`config.mk`:
```
export PLATFORM = sky130hd
export DESIGN_NAME = nec_operand_fetch
export DESIGN_NICKNAME = d
export VERILOG_FILES = /design/src/rtl/nec_operand_fetch.sv
export SDC_FILE = /design/constraint.sdc
export NUM_CORES = 1
export LEC_CHECK = 0
export ABC_AREA = 1
export BUFFER_PORTS_ARGS = -buffer_cell sky130_fd_sc_hd__buf_2
export CAP_MARGIN = 20
export CELL_PAD_IN_SITES_DETAIL_PLACEMENT = 2
export CELL_PAD_IN_SITES_GLOBAL_PLACEMENT = 2
export CORE_MARGIN = 2
export CORE_UTILIZATION = 32
export CTS_CLUSTER_DIAMETER = 40
export CTS_CLUSTER_SIZE = 8
export DETAILED_ROUTE_END_ITERATION = 8
export GPL_TIMING_DRIVEN = 0
export HOLD_SLACK_MARGIN = 0.05
export PLACE_DENSITY_LB_ADDON = 0.1
export SLEW_MARGIN = 20
export SYNTH_ARGS = -nofsm -noshare
export SYNTH_HDL_FRONTEND = slang
export SYNTH_SLANG_ARGS = --single-unit
```
`constraint.sdc`:
```
create_clock -name clk -period 10.3 [get_ports clk]
set_input_delay 3.09 -clock clk [delete_from_list [all_inputs] [get_ports clk]]
set_output_delay 3.09 -clock clk [all_outputs]
set_load 0.03 [all_outputs]
```
`src/rtl/nec_operand_fetch.sv`:
```
// nec_operand_fetch
//   Walks the instruction prefetch queue one instruction at a time and builds
//   a decoded record:
//     - prefixes
//     - opcode
//     - ModRM
//     - displacement
//     - immediate
//   Byte classification (prefix / has ModRM / immediate size) is done by an
//   external combinational classifier that looks at cls_byte in the same cycle.
//
// Ports
//   clk, reset            : clock, synchronous active-high reset
//   ce_1, ce_2            : clock enables; bytes are consumed on ce_1 only
//   set_pc, new_pc        : redirect (takes effect with ce_1 or ce_2)
//   ipq, ipq_len          : queue bytes; the byte for address A sits at
//                           ipq[A mod QUEUE_DEPTH]. ipq_len is the number of
//                           bytes available from pc.
//   cls_byte              : byte at pc, offered to the classifier
//   cls_is_prefix, cls_has_modrm, cls_imm_size : classifier answers
//   retire_op             : consumer accepts the completed record
//   pc, valid             : next byte address, record complete
//   start_pc .. imm       : record outputs
module nec_operand_fetch #(
    parameter int QUEUE_DEPTH     = 8,
    parameter int BYTES_PER_CYCLE = 2,
    parameter int MAX_PREFIX      = 4
) (
    input  logic                         clk,
    input  logic                         reset,
    input  logic                         ce_1,
    input  logic                         ce_2,
    input  logic                         set_pc,
    input  logic [15:0]                  new_pc,
    input  logic [QUEUE_DEPTH-1:0][7:0]  ipq,
    input  logic [$clog2(QUEUE_DEPTH):0] ipq_len,
    output logic [7:0]                   cls_byte,
    input  logic                         cls_is_prefix,
    input  logic                         cls_has_modrm,
    input  logic [2:0]                   cls_imm_size,
    input  logic                         retire_op,
    output logic [15:0]                  pc,
    output logic                         valid,
    output logic [15:0]                  start_pc,
    output logic [15:0]                  end_pc,
    output logic [3:0]                   length,
    output logic [3:0]                   prefix_count,
    output logic [MAX_PREFIX-1:0][7:0]   prefixes,
    output logic                         prefix_ovf,
    output logic [7:0]                   opcode,
    output logic [7:0]                   modrm,
    output logic [15:0]                  disp,
    output logic [31:0]                  imm
);

    localparam int QW = $clog2(QUEUE_DEPTH);

    typedef enum logic [1:0] {
        ST_OPCODE   = 2'd0,
        ST_MODRM    = 2'd1,
        ST_OPERANDS = 2'd2,
        ST_TERMINAL = 2'd3
    } state_t;

    // Everything that is cleared when a new instruction starts.
    typedef struct packed {
        logic [MAX_PREFIX-1:0][7:0] prefixes;
        logic [3:0]                 prefix_count;
        logic                       prefix_ovf;
        logic [7:0]                 opcode;
        logic [7:0]                 modrm;
        logic [15:0]                disp;
        logic [31:0]                imm;
        logic [1:0]                 disp_sz;
        logic [2:0]                 imm_sz;
        logic [2:0]                 opnd_cnt;   // disp+imm bytes taken so far
    } rec_t;

    state_t      state_q, state_n;
    logic [15:0] pc_q, pc_n;
    logic [15:0] start_q, start_n;
    logic [15:0] end_q, end_n;
    rec_t        rec_q, rec_n;

    logic [7:0]  byte0;
    logic [2:0]  imm_sz_in;
    logic [4:0]  avail;
    logic        take_op;
    logic [1:0]  dsz;
    logic [4:0]  rem;
    logic [4:0]  n;
    logic [3:0]  bidx;
    logic [1:0]  iidx;
    logic [15:0] qaddr;
    logic [7:0]  qbyte;

    function automatic logic [1:0] disp_size(input logic [7:0] m);
        case (m[7:6])
            2'b00:   return (m[2:0] == 3'b110) ? 2'd2 : 2'd0;
            2'b01:   return 2'd1;
            2'b10:   return 2'd2;
            default: return 2'd0;
        endcase
    endfunction

    assign byte0     = ipq[pc_q[QW-1:0]];
    assign cls_byte  = byte0;
    // Only 0/1/2/4 are meaningful; anything larger is clamped to the imm width.
    assign imm_sz_in = (cls_imm_size > 3'd4) ? 3'd4 : cls_imm_size;
    assign avail     = 5'(ipq_len);

    always_comb begin
        state_n = state_q;
        pc_n    = pc_q;
        start_n = start_q;
        end_n   = end_q;
        rec_n   = rec_q;
        take_op = 1'b0;
        dsz     = 2'd0;
        rem     = 5'd0;
        n       = 5'd0;
        bidx    = 4'd0;
        iidx    = 2'd0;
        qaddr   = 16'd0;
        qbyte   = 8'd0;

        if (set_pc && (ce_1 || ce_2)) begin
            state_n = ST_OPCODE;
            pc_n    = new_pc;
            start_n = new_pc;
            end_n   = new_pc;
            rec_n   = '0;
        end else if (ce_1) begin
            unique case (state_q)
                ST_TERMINAL: begin
                    if (retire_op) begin
                        // Start the next record and fall into opcode handling
                        // below so its first byte costs no extra cycle.
                        rec_n   = '0;
                        start_n = pc_q;
                        state_n = ST_OPCODE;
                        take_op = 1'b1;
                    end
                end
                ST_OPCODE: take_op = 1'b1;
                ST_MODRM: begin
                    if (avail != 5'd0) begin
                        dsz           = disp_size(byte0);
                        rec_n.modrm   = byte0;
                        rec_n.disp_sz = dsz;
                        pc_n          = pc_q + 16'd1;
                        end_n         = end_q + 16'd1;
                        state_n = (({1'b0, dsz} + rec_q.imm_sz) == 3'd0) ? ST_TERMINAL : ST_OPERANDS;
                    end
                end
                ST_OPERANDS: begin
                    rem = {3'b0, rec_q.disp_sz} + {2'b0, rec_q.imm_sz} - {2'b0, rec_q.opnd_cnt};
                    n   = 5'(BYTES_PER_CYCLE);
                    if (avail < n) n = avail;
                    if (rem < n)   n = rem;
                    // Disp bytes fill first, then imm; one cycle may cover both.
                    for (int k = 0; k < BYTES_PER_CYCLE; k++) begin
                        if (k < int'(n)) begin
                            bidx  = {1'b0, rec_q.opnd_cnt} + 4'(k);
                            qaddr = pc_q + 16'(k);
                            qbyte = ipq[qaddr[QW-1:0]];
                            if (bidx < {2'b00, rec_q.disp_sz}) begin
                                rec_n.disp[{bidx[0], 3'b000} +: 8] = qbyte;
                            end else begin
                                iidx = 2'(bidx - {2'b00, rec_q.disp_sz});
                                rec_n.imm[{iidx, 3'b000} +: 8] = qbyte;
                            end
                        end
                    end
                    rec_n.opnd_cnt = rec_q.opnd_cnt + n[2:0];
                    pc_n  = pc_q + {11'd0, n};
                    end_n = end_q + {11'd0, n};
                    if (n != 5'd0 && n == rem) state_n = ST_TERMINAL;
                end
                default: ;
            endcase

            if (take_op && avail != 5'd0) begin
                pc_n  = pc_q + 16'd1;
                end_n = end_q + 16'd1;
                if (cls_is_prefix) begin
                    if (rec_n.prefix_count < 4'(MAX_PREFIX)) begin
                        for (int i = 0; i < MAX_PREFIX; i++) begin
                            if (rec_n.prefix_count == 4'(i)) rec_n.prefixes[i] = byte0;
                        end
                        rec_n.prefix_count = rec_n.prefix_count + 4'd1;
                    end else begin
                        rec_n.prefix_ovf = 1'b1;
                    end
                end else begin
                    rec_n.opcode = byte0;
                    rec_n.imm_sz = imm_sz_in;
                    if (cls_has_modrm)           state_n = ST_MODRM;
                    else if (imm_sz_in == 3'd0)  state_n = ST_TERMINAL;
                    else                         state_n = ST_OPERANDS;
                end
            end
        end
    end

    always_ff @(posedge clk) begin
        if (reset) begin
            state_q <= ST_OPCODE;
            pc_q    <= 16'd0;
            start_q <= 16'd0;
            end_q   <= 16'd0;
            rec_q   <= '0;
        end else begin
            state_q <= state_n;
            pc_q    <= pc_n;
            start_q <= start_n;
            end_q   <= end_n;
            rec_q   <= rec_n;
        end
    end

    assign pc           = pc_q;
    assign valid        = (state_q == ST_TERMINAL) && !set_pc;
    assign start_pc     = start_q;
    assign end_pc       = end_q;
    assign length       = 4'(end_q - start_q);
    assign prefix_count = rec_q.prefix_count;
    assign prefixes     = rec_q.prefixes;
    assign prefix_ovf   = rec_q.prefix_ovf;
    assign opcode       = rec_q.opcode;
    assign modrm        = rec_q.modrm;
    assign disp         = rec_q.disp;
    assign imm          = rec_q.imm;

endmodule
```
==> results by group <==
Drt
  • WL final: 56.81 mm
  • Wire per inst: ~21 µm
  • DR vias: around 15,000
  • Initial drt markers: approximately 660
  • 1st-pass router iterations: 5
  • DR vias/cell: ~5.3
  • ANT nets after route: 0
  • Detailed-route DRC error count: 0

STA
  • Max Fclk: 0.1235 GHz
  • Ratio of final minimum period to clock period: 0.7859
  • RSZ-0062 raised after global routing: false
  • Finish-stage setup viols: 0
  • Fin. Hold Viols: 0
  • Slew margin rel.: 0.3143
  • Final slew viol count: 0
  • Setup TNS: 0 ps
  • Hold Slack: 463.8 ps
  • Fin crit period: slightly above 8000 ps
  • Slew @ Worst Pin: around 1000 ps
  • Worst clock skew: 12.57 ps

Final layout
  • Leading cell type in the layout, fill and taps excluded: nand2_1
  • Final Non-Filler Cells: 2,763
  • Diode count: 0
  • Share of layout cells above drive strength 1: 0.2249
  • Most frequent cells in the layout: nand2_1, buf_2, a21oi_1
  • Nets: approximately 2,400
  • Area Growth Syn to Fin: 20.66%
  • Post-layout util: 0.3901

Hold path
  • Worst Hold Class: reg -> reg
  • Hold Path Cell Cnt: 2
  • Hold Path Origin: opcode[4]
  • Hold-critical path endpoint: opcode[4]

Floorplanning
  • Die Span X: 201.4 µm
  • Io pins: 257
  • Starting Density: 0.3233
  • Site row count: 72
  • Die area: a little over 40,000 µm²
  • Core area: 38,560 µm²
  • Vert. Die Dim: 201.4 µm

Setup path
  • CP max stage cell: clkinv_1
  • Worst R2R Path Depth: 28
  • Max Fanout on Critical Path: 8
  • CP endpoint kind: primary output
  • Crit path arrival time: 5010 ps
  • Setup CP Type: in -> out
  • Critical path, cell by cell: buf_2 > inv_1 > a21oi_1 > o21ai_0 > nand2_1 > nand2_1 > clkinv_1 > buf_2
  • Reg2reg start: rec_q[0]
  • R2r setup slk: 3770 ps
  • Required time at the worst-slack endpoint: 7210 ps
  • FF-to-FF End: pc[11]
  • Largest stage delay on the critical path: 610 ps
  • CP Launch Type: primary input

CTS
  • Htree depth: 4
  • Post-CTS setup buffers: 0
  • Clk_lat worst skew: 460 ps
  • Post-cts resize count: 0
  • Hold_buf cts: 0
  • CTS tree: yes
  • TritonCTS Buffers: 17
  • Root buffer cell: clkbuf_16
  • Clk sinks: 159
  • Clock buffer depth: 2
  • Clock slew at reported path FFs: 70 ps

Yosys
  • Post-synthesis cell area: 12,470 µm²
  • Synth warn: 0
  • Syn Inst Count: 1,955
  • Mean area per synthesized cell: 6.376 µm²
  • Post-synth cell types: 65
  • Async set-reset flop share out of synthesis: 0
  • EDFF count, synth: 0
  • Yosys reg bits: 159
  • Top FF cell, synth: dfxtp_1
  • Sequential element share of the synthesized area: 0.2553

Power
  • Leak: 0.007306 µW
  • Pwr per Cell Area: 138.7 nW/µm²
  • Worst vdd ir: 0.1119 mV
  • Total chip power: around 2100 µW

Global routing
  • Total grt overflow: 0
  • Global Route Usage Sum: 0.2796
  • Largest net degree at the start of global routing: 17
  • Vias in the first global route: between 15,000 and 20,000
  • Antenna violations before repair: 1
  • Global-route wire length before repair: 88.92 mm

Outcome
  • Outcome: finished clean

Placed design
  • GPL Wtd Cong: 0.8838
  • IO buf count: 256
  • Post-DP HPWL: 43.98 mm
  • Cells after DPL: 2,731

Job
  • Max-cap viol count: 0
-- worst max path at each step --
stage                     slack, ps           to  cells after the start    start
final                          2200  cls_byte[5]                      8  ipq[29]
after global routing           2180  cls_byte[5]                      8  ipq[21]
after CTS                      2230  cls_byte[5]                      8  ipq[29]
after detailed placement       2240  cls_byte[5]                      8  ipq[29]
after global placement         2270  cls_byte[5]                      8  ipq[29]
after floorplan                3380  cls_byte[5]                      6  ipq[21]
-- power by group --
part	internal, µW	total (µW)	switching, µW
combinational	189	706	517
sequential	635	663	28.0
clock	422	717	295
-- worst max-delay path, delay by kind of cell --
| kind | cells | cell delay, ps |
|---|---|---|
| buffers and inverters | 4 | 1150 |
| AO/OA/AOI/OAI | 2 | 240 |
| AND/OR/NAND/NOR | 2 | 510 |
-- cells in the mapped netlist (3+ instances only) --
library cell,instances,area share
nand3_4,5,0.0070
buf_6,5,0.0045
nor2_4,5,0.0045
ha_1,48,0.048
buf_2,37,0.015
or2_2,3,0.0015
xor2_1,7,0.0049
nor2_2,5,0.0025
nand3_1,136,0.055
o211ai_1,15,0.0090
o221ai_1,5,0.0035
nor2_1,100,0.030
nand4_1,27,0.014
dfxtp_1,159,0.26
nand2_4,7,0.0063
buf_4,106,0.064
nor3_1,19,0.0076
nand3b_1,3,0.0018
inv_2,14,0.0042
buf_1,4,0.0012
fa_1,9,0.014
o21ai_1,18,0.0072
a21oi_1,200,0.080
o21ai_2,5,0.0035
o21bai_1,22,0.013
inv_1,164,0.049
a31oi_1,17,0.0085
a21oi_2,5,0.0035
clkbuf_1,50,0.015
xnor2_1,8,0.0056
nand2_2,7,0.0035
o21ai_0,121,0.049
a32o_1,3,0.0024
nand3_2,4,0.0032
nand2_1,566,0.17
-- state kept, by name (all words and copies together), names as in the netlist --
| name | flops |
|---|---|
| prefix_count | 4 |
| imm | 32 |
| pc | 16 |
| rec_q | 8 |
| prefix_ovf | 1 |
| opcode | 8 |
| modrm | 8 |
| end_pc | 16 |
| disp | 16 |
| prefixes | 32 |
| start_pc | 16 |
| state_q | 2 |
-- stage by stage --
stage,cell area [µm²],setup WS (ps)
6_report,15040,2205
5_1_grt,15040,2177
4_1_cts,15040,2235
3_5_place_dp,14400,2241
3_3_place_gp,14400,2270
2_1_floorplan,12470,3377
-- final cells by class --
class	instances	area, µm²
tap	518	648.1
fill	4881	23520
sequential	159	3183
clock inverter	11	177.7
multi-input combinational	1415	7370
clock buffer	21	460.4
buffer	203	1245
inverter	180	675.6
timing repair buffer	256	1281
-- per-layer routing --
metal | part of all wire | vias to the layer above | track usage | wire (µm)
met3 | 0.044 | 85 | 0.04049 | 2506
met1 | 0.46 | 7261 | 0.3657 | 25900
met5 | 0.00023 | - | 0 | 13
met4 | 0.026 | 2 | 0.09270 | 1495
li1 | - | 6874 | - | -
met2 | 0.47 | 364 | 0.4716 | 26890
-- cells by family after synthesis --
logic type | count (synthesis) | share of synthesized area
buf+inv | 383 | 0.1541
simple gates | 898 | 0.3134
mux | 1 | 0.0008030
flops | 159 | 0.2553
other cells | 2 | 0.0006025
compound gates | 439 | 0.2004
xor+xnor | 16 | 0.01275
fa+ha+maj | 57 | 0.06263
No activity file was read; power rests on OpenSTA's default activity.
